File: src/rtl/sig_glitch_filter.sv
// Input conditioner: 2-FF synchroniser plus pulse-length qualifier for the timer edge detector.
// Optional abort counter enabled by SIG_GLITCH_FILTER_GLITCH_CNT_EN.
module sig_glitch_filter #(
   parameter int   FILT_W    = 8,
   parameter logic RST_LEVEL = 1'b0
) (
   input  logic              i_clk,
   input  logic              i_rst,
   input  logic              i_en,
   input  logic [FILT_W-1:0] i_filt_len,
   input  logic              i_sig_async,
`ifdef SIG_GLITCH_FILTER_GLITCH_CNT_EN
   input  logic              i_glitch_clr,
   output logic [7:0]        o_glitch_cnt,
`endif
   output logic              o_sig_filt,
   output logic              o_busy,
   output logic              o_glitch
);

   typedef enum logic {
      ST_STABLE,
      ST_QUAL
   } state_t;

   state_t            state;
   state_t            state_nx;
   logic              sync1;
   logic              sync_q;
   logic [FILT_W-1:0] cnt;
   logic [FILT_W-1:0] cnt_nx;
   logic              filt_nx;
   logic              glitch_nx;

   always_ff @(posedge i_clk) begin
      if (i_rst) begin
         sync1  <= RST_LEVEL;
         sync_q <= RST_LEVEL;
      end else begin
         sync1  <= i_sig_async;
         sync_q <= sync1;
      end
   end

   always_ff @(posedge i_clk) begin
      if (i_rst) begin
         state      <= ST_STABLE;
         cnt        <= '0;
         o_sig_filt <= RST_LEVEL;
         o_busy     <= 1'b0;
         o_glitch   <= 1'b0;
      end else begin
         state      <= state_nx;
         cnt        <= cnt_nx;
         o_sig_filt <= filt_nx;
         o_busy     <= (state_nx == ST_QUAL);
         o_glitch   <= glitch_nx;
      end
   end

   always_comb begin
      state_nx  = state;
      cnt_nx    = cnt;
      filt_nx   = o_sig_filt;
      glitch_nx = 1'b0;
      if (!i_en) begin
         // Disabling is a silent abort: no glitch report.
         state_nx = ST_STABLE;
         cnt_nx   = '0;
      end else begin
         unique case (state)
            ST_STABLE: begin
               if (sync_q != o_sig_filt) begin
                  if (i_filt_len == '0) begin
                     filt_nx = sync_q;
                  end else begin
                     cnt_nx   = FILT_W'(1);
                     state_nx = ST_QUAL;
                  end
               end
            end
            ST_QUAL: begin
               if (sync_q != o_sig_filt) begin
                  // >= so a length lowered mid-run accepts at once.
                  if (cnt >= i_filt_len) begin
                     filt_nx  = sync_q;
                     cnt_nx   = '0;
                     state_nx = ST_STABLE;
                  end else begin
                     cnt_nx = cnt + FILT_W'(1);
                  end
               end else begin
                  cnt_nx    = '0;
                  state_nx  = ST_STABLE;
                  glitch_nx = 1'b1;
               end
            end
            default: begin
               state_nx = ST_STABLE;
               cnt_nx   = '0;
            end
         endcase
      end
   end

`ifdef SIG_GLITCH_FILTER_GLITCH_CNT_EN
   logic [7:0] gcnt;

   always_ff @(posedge i_clk) begin
      if (i_rst) begin
         gcnt <= 8'd0;
      end else if (i_glitch_clr) begin
         gcnt <= 8'd0;
      end else if (glitch_nx && (gcnt != 8'hFF)) begin
         gcnt <= gcnt + 8'd1;
      end
   end

   assign o_glitch_cnt = gcnt;
`endif

endmodule

File: config.mk
export PLATFORM = sky130hd
export DESIGN_NAME = sig_glitch_filter
export DESIGN_NICKNAME = d
export VERILOG_FILES = /design/src/rtl/sig_glitch_filter.sv
export SDC_FILE = /design/constraint.sdc
export NUM_CORES = 1
export LEC_CHECK = 0
export CAP_MARGIN = 20
export CORE_UTILIZATION = 45
export CTS_CLUSTER_SIZE = 25
export DETAILED_ROUTE_END_ITERATION = 6
export PLACE_DENSITY = 0.77
export SLEW_MARGIN = 10
export SYNTH_ARGS = -nofsm -noshare
export SYNTH_HDL_FRONTEND = slang
export SYNTH_SLANG_ARGS = --single-unit
File: constraint.sdc
create_clock -name i_clk -period 2.45 [get_ports i_clk]
set_input_delay 0.245 -clock i_clk [delete_from_list [all_inputs] [get_ports i_clk]]
set_output_delay 0.245 -clock i_clk [all_outputs]
set_load 0.01 [all_outputs]
## Yosys cells after proc, flatten, opt, wreduce, memory -nomap -nowiden

Index checks and enable logic that the tools add are counted.

| storage, ports and cells | value |
|---|---|
| register bits | 13 |
| input bits | 12 |
| output and inout bits | 3 |
| logic and storage cells | 37 |

| operators by class | value |
|---|---|
| reduce and logical (&&, ||, !) cells | 5 |
| $add $sub $neg | 1 |
| $lt $le $gt $ge | 1 |
| mux-type cells | 16 |
| eq/ne operators | 6 |
| bitwise gates (word level) | 2 |

Operator list:

| cell | number |
|---|---|
| 2-to-1 mux 8 bit | 4 |
| one-hot mux 8 bit (2 select lines) | 1 |
| 2-to-1 mux 1 bit | 9 |
| adder 8 x 1 -> 8 bit, second input constant | 1 |
| greater-or-equal comparator 8 bit | 1 |
| zero test 8 bit | 1 |
| != test 2 bit, second input constant | 3 |
| AND reduction 5 bit | 1 |
| != test 2 x 1 -> 1 bit, second input constant | 2 |
| one-hot mux 1 bit (2 select lines) | 2 |
| OR reduction 3 bit | 1 |
| NOT 1 bit | 2 |
| AND reduction 2 bit | 1 |
| OR reduction 2 bit | 1 |
| != test 1 bit | 1 |

## Longest topological paths before layout

| depth | value |
|---|---|
| depth in word-level cells | 4 |
| mapped depth | 8 |
| depth with buffers taken out | 7 |

## Least setup slack after synthesis

OpenSTA, ideal clock, no wires.

| timing path | value |
|---|---|
| path kind | reg-to-reg |
| start | register cnt[2] |
| end | register cnt[0] |
| setup slack | 0.693 ns |
| stages on the path, launching flop included | 7 |
| required time | 2.380 ns |
| data arrival time | 1.687 ns |
| library setup time | 0.070 ns |
| clock period less this slack | 1.757 ns |
| path buffers | 0 |
| cells stage by stage | dfxtp_1 > ha_1 > or4_4 > a21oi_2 > nor3_1 > or3_1 > a21oi_1 |

| between the ends | value |
|---|---|
| cells in the longest elaborated chain, start to end | 4 |

RTL lines:

| item | line | RTL |
|---|---|---|
| start: declaration | 30 | `logic [FILT_W-1:0] cnt;` |
| start signal: assignment | 54 | `cnt <= cnt_nx;` |
| greater-or-equal comparator 8 bit | 85 | `if (cnt >= i_filt_len) begin` |
| 2-to-1 mux 8 bit | 85 |  |
| 2-to-1 mux 8 bit | 83 | `if (sync_q != o_sig_filt) begin` |
| one-hot mux 8 bit (2 select lines) | 71 | `unique case (state)` |

Every way passes these cells.
A chain may end at the register's enable or synchronous reset.

## Worst setup path in the final report

| timing path | value |
|---|---|
| start | input i_filt_len[2] |
| end | register cnt[3] |

| between the ends | value |
|---|---|
| cells in the longest elaborated chain, start to end | 4 |
| elaborated cells on any way between the ends | 7 |
| classes of those cells | order compare (1); eq/ne (1); mux (3); reduce/logical (2) |

RTL lines:

| item | line | RTL |
|---|---|---|
| start: declaration | 10 | `input logic [FILT_W-1:0] i_filt_len,` |
| greater-or-equal comparator 8 bit | 85 |  |
| 2-to-1 mux 8 bit | 85 |  |
| 2-to-1 mux 8 bit | 83 |  |
| one-hot mux 8 bit (2 select lines) | 71 |  |

Parallel ways exist; a longest one is shown, timed or not.

==> metrics.md <==
| Metric | Value |
|---|---|
| Crit path time final | around 2100 ps |
| DR vias/cell | around 5.6 |
| Clk_lat worst skew | about 260 ps |
| Most frequent cells in the layout | 14 x clkdlybuf4s50_1, 13 x dfxtp_1, 10 x nand2_1 |
| YS warnings | 0 |
| ANT cells | 0 |
| RSZ-0062 raised after global routing | no |
| Congestion Overflow GR | 0 |
| CTS resizes | 0 |
| Port bufs | 14 |
| Width of the die | 45.5 microns |
| Core Footprint | about 1700 sq um |
| DIE AREA | 2070 sq um |
| Fraction of layout cells with a size suffix above 1 | slightly below 5% |
| Clk pin slew, worst setup/hold paths | 80 ps |
| RD Place Congestion | around 0.84 |
| DRT iter0 DRCs | 28 |
| Global-route wire length before repair | 3010 microns |
| Global Route Usage Sum | 19.8% |
| Initial cell density of the core | between 40 and 50% |
| Clock buffer depth | 2 |
| Max Transition Viols Final | 0 |
| Syn Nets | ~130 |
| Post-synthesis instance total | 106 |
| Power, Total | slightly below 0.4 mW |
| Setup repair bufs after CTS | 0 |
| DR WL/cell | ~13 microns |
| CTS tree | yes |
| Peak Freq | 466 MHz |
| WHS Path Cells | 1 |
| Pwr Density | 375 nW/um^2 |
| Worst slew margin | about 75% |
| H-tree depth | 1 |
| Post-route antenna net violation count | 0 |
| Arrival time worst endpoint | between 2000 and 2500 ps |
| Final worst path period share | 87.7% |
| Worst Reg2Reg Path Length in Cells | 6 |
| Syn avg cell area | 8.03 sq um |
| Post-synthesis sequential area ratio | roughly 31% |
| Post-Route WL | roughly 1900 microns |
| Height of the die | between 40 and 50 microns |
| CTS Buf Count | 3 |
| Dpl hpwl | 1470 microns |
| Mapped Area | around 850 sq um |
| DR vias | a little over 800 |
| Crit. End Element | flip-flop |
| Hold-fix buffers at CTS | 0 |
| Worst-margin pin slew | around 370 ps |
| Initial antenna violation count | 0 |
| VDD IR-drop max | roughly 0.00027 V |
| Status | completed |
| Critical path class | in2reg |
| Sink Count | 13 |
| Most common cell after layout, fill and taps aside | clkdlybuf4s50_1 |
| Flops & latches, synth | 13 |
| Worst Skew | 1.02 ps |
| Final net count | ~150 |
| IO Pins | 15 |
| Worst setup SP type | input pin |
| LEAKAGE | ~0.42 nW |
| DRC viols | 0 |
| Worst EP required | between 2000 and 3000 ps |
| Number of global-route vias before repair | 701 |
| Root buf cell | clkbuf_4 |
| Final setup viols | 0 |
| Synth unique cells | 32 |
| Max-Cap Viols | 0 |
| Worst hold margin | 450 ps |
| Largest net degree at the start of global routing | 12 |
| Layout area overhead | 22.8% |
| Worst Hold Class | reg2reg |
| Final setup TNS | 0 ps |
| Drt pass-1 iters | 4 |
| Hold Fails Final Rpt | 0 |
| Number of core rows | 15 |
| Crit path max fanout | 11 |
stage by stage:
stage               area [sq um]  std cells  util (%)  worst slack (ps)
floorplan                    851        106         -               693
global placement            1020        144      58.4              99.6
detailed placement          1020        144      58.4              63.8
CTS                         1040        148      59.9               332
global route                1040        148      59.9               210
finish                      1040        148      59.9               302
cell type report:
type,count,area (sq um)
clock buffer,4,26.3
fill,172,701
inverter,9,33.8
multi-input combinational,82,546
sequential,13,260
tap,25,31.3
timing repair buffer,15,148
routing by layer:
layer / vias up / track usage (%) / part of all wire (%) / wire (microns)
met5: - / 0 / 0 / 0
met4: 0 / 7.27 / 0 / 0
met3: 0 / 2.78 / 4.0 / 77
met2: 26 / 31.7 / 48 / 924
met1: 383 / 26.7 / 48 / 916
li1: 422 / - / - / -
worst max-delay path, cell delays in order:
cell and delay, ps:
clkdlybuf4s50_1 480, inv_1 50, ha_1 200, or4_4 510, a21oi_2 160, or3_1 360
nand4_1 140, a31oi_1 190
sequential cells by signal, indices dropped and copies added (netlist names):
name and count:
state 1, o_glitch 1, sync1 1, o_sig_filt 1, cnt 8, sync_q 1
final timing paths:
check / to / from / slack [ps]
worst min-delay path: sync_q / sync1 / 450
worst max register to register: cnt[3] / cnt[2] / 430
worst max-delay path: cnt[3] / i_filt_len[2] / 300
worst min register to register: sync_q / sync1 / 450
logic make-up (layout without fill, tap and decap cells):
kind of cell    count (synthesis)  in the layout  share of synthesized area [%]
fa+ha+maj                       9              9                           13.2
compound gates                 22             22                           17.2
buf+inv                        11             28                           5.29
flops                          13             13                           30.6
simple gates                   49             49                           31.5
xor+xnor                        1              1                           1.03
mux                             1              1                           1.18
cells in the mapped netlist:
cell type | count | share of area, %
dfxtp_1 | 13 | 31
nand2_1 | 10 | 4.4
ha_1 | 9 | 13
inv_1 | 9 | 4.0
nor2_1 | 6 | 2.6
nand3_1 | 5 | 2.9
a21oi_1 | 4 | 2.4
a31oi_1 | 4 | 2.9
nand2b_1 | 4 | 2.9
nor3_1 | 4 | 2.4
nor4_1 | 4 | 2.9
and3_1 | 3 | 2.2
nand4_1 | 3 | 2.2
nand4b_1 | 3 | 3.1
nor2b_1 | 3 | 2.2
o21ai_0 | 3 | 1.8
o211ai_1 | 2 | 1.8
o21a_1 | 2 | 1.8
or3_1 | 2 | 1.5
a211oi_1 | 1 | 0.88
a21o_1 | 1 | 0.88
a21oi_2 | 1 | 1.0
a32o_1 | 1 | 1.2
a41oi_1 | 1 | 1.0
buf_4 | 1 | 0.88
clkbuf_1 | 1 | 0.44
mux2i_1 | 1 | 1.2
o21ai_1 | 1 | 0.59
o31a_1 | 1 | 1.0
or2_1 | 1 | 0.74
or4_4 | 1 | 1.3
xnor2_1 | 1 | 1.0
power breakdown:
part	switching [mW]	internal [mW]
registers	0.00163	0.213
clock network	0.0660	0.0629
logic	0.0213	0.0271
No activity file was read; power rests on OpenSTA's default activity.
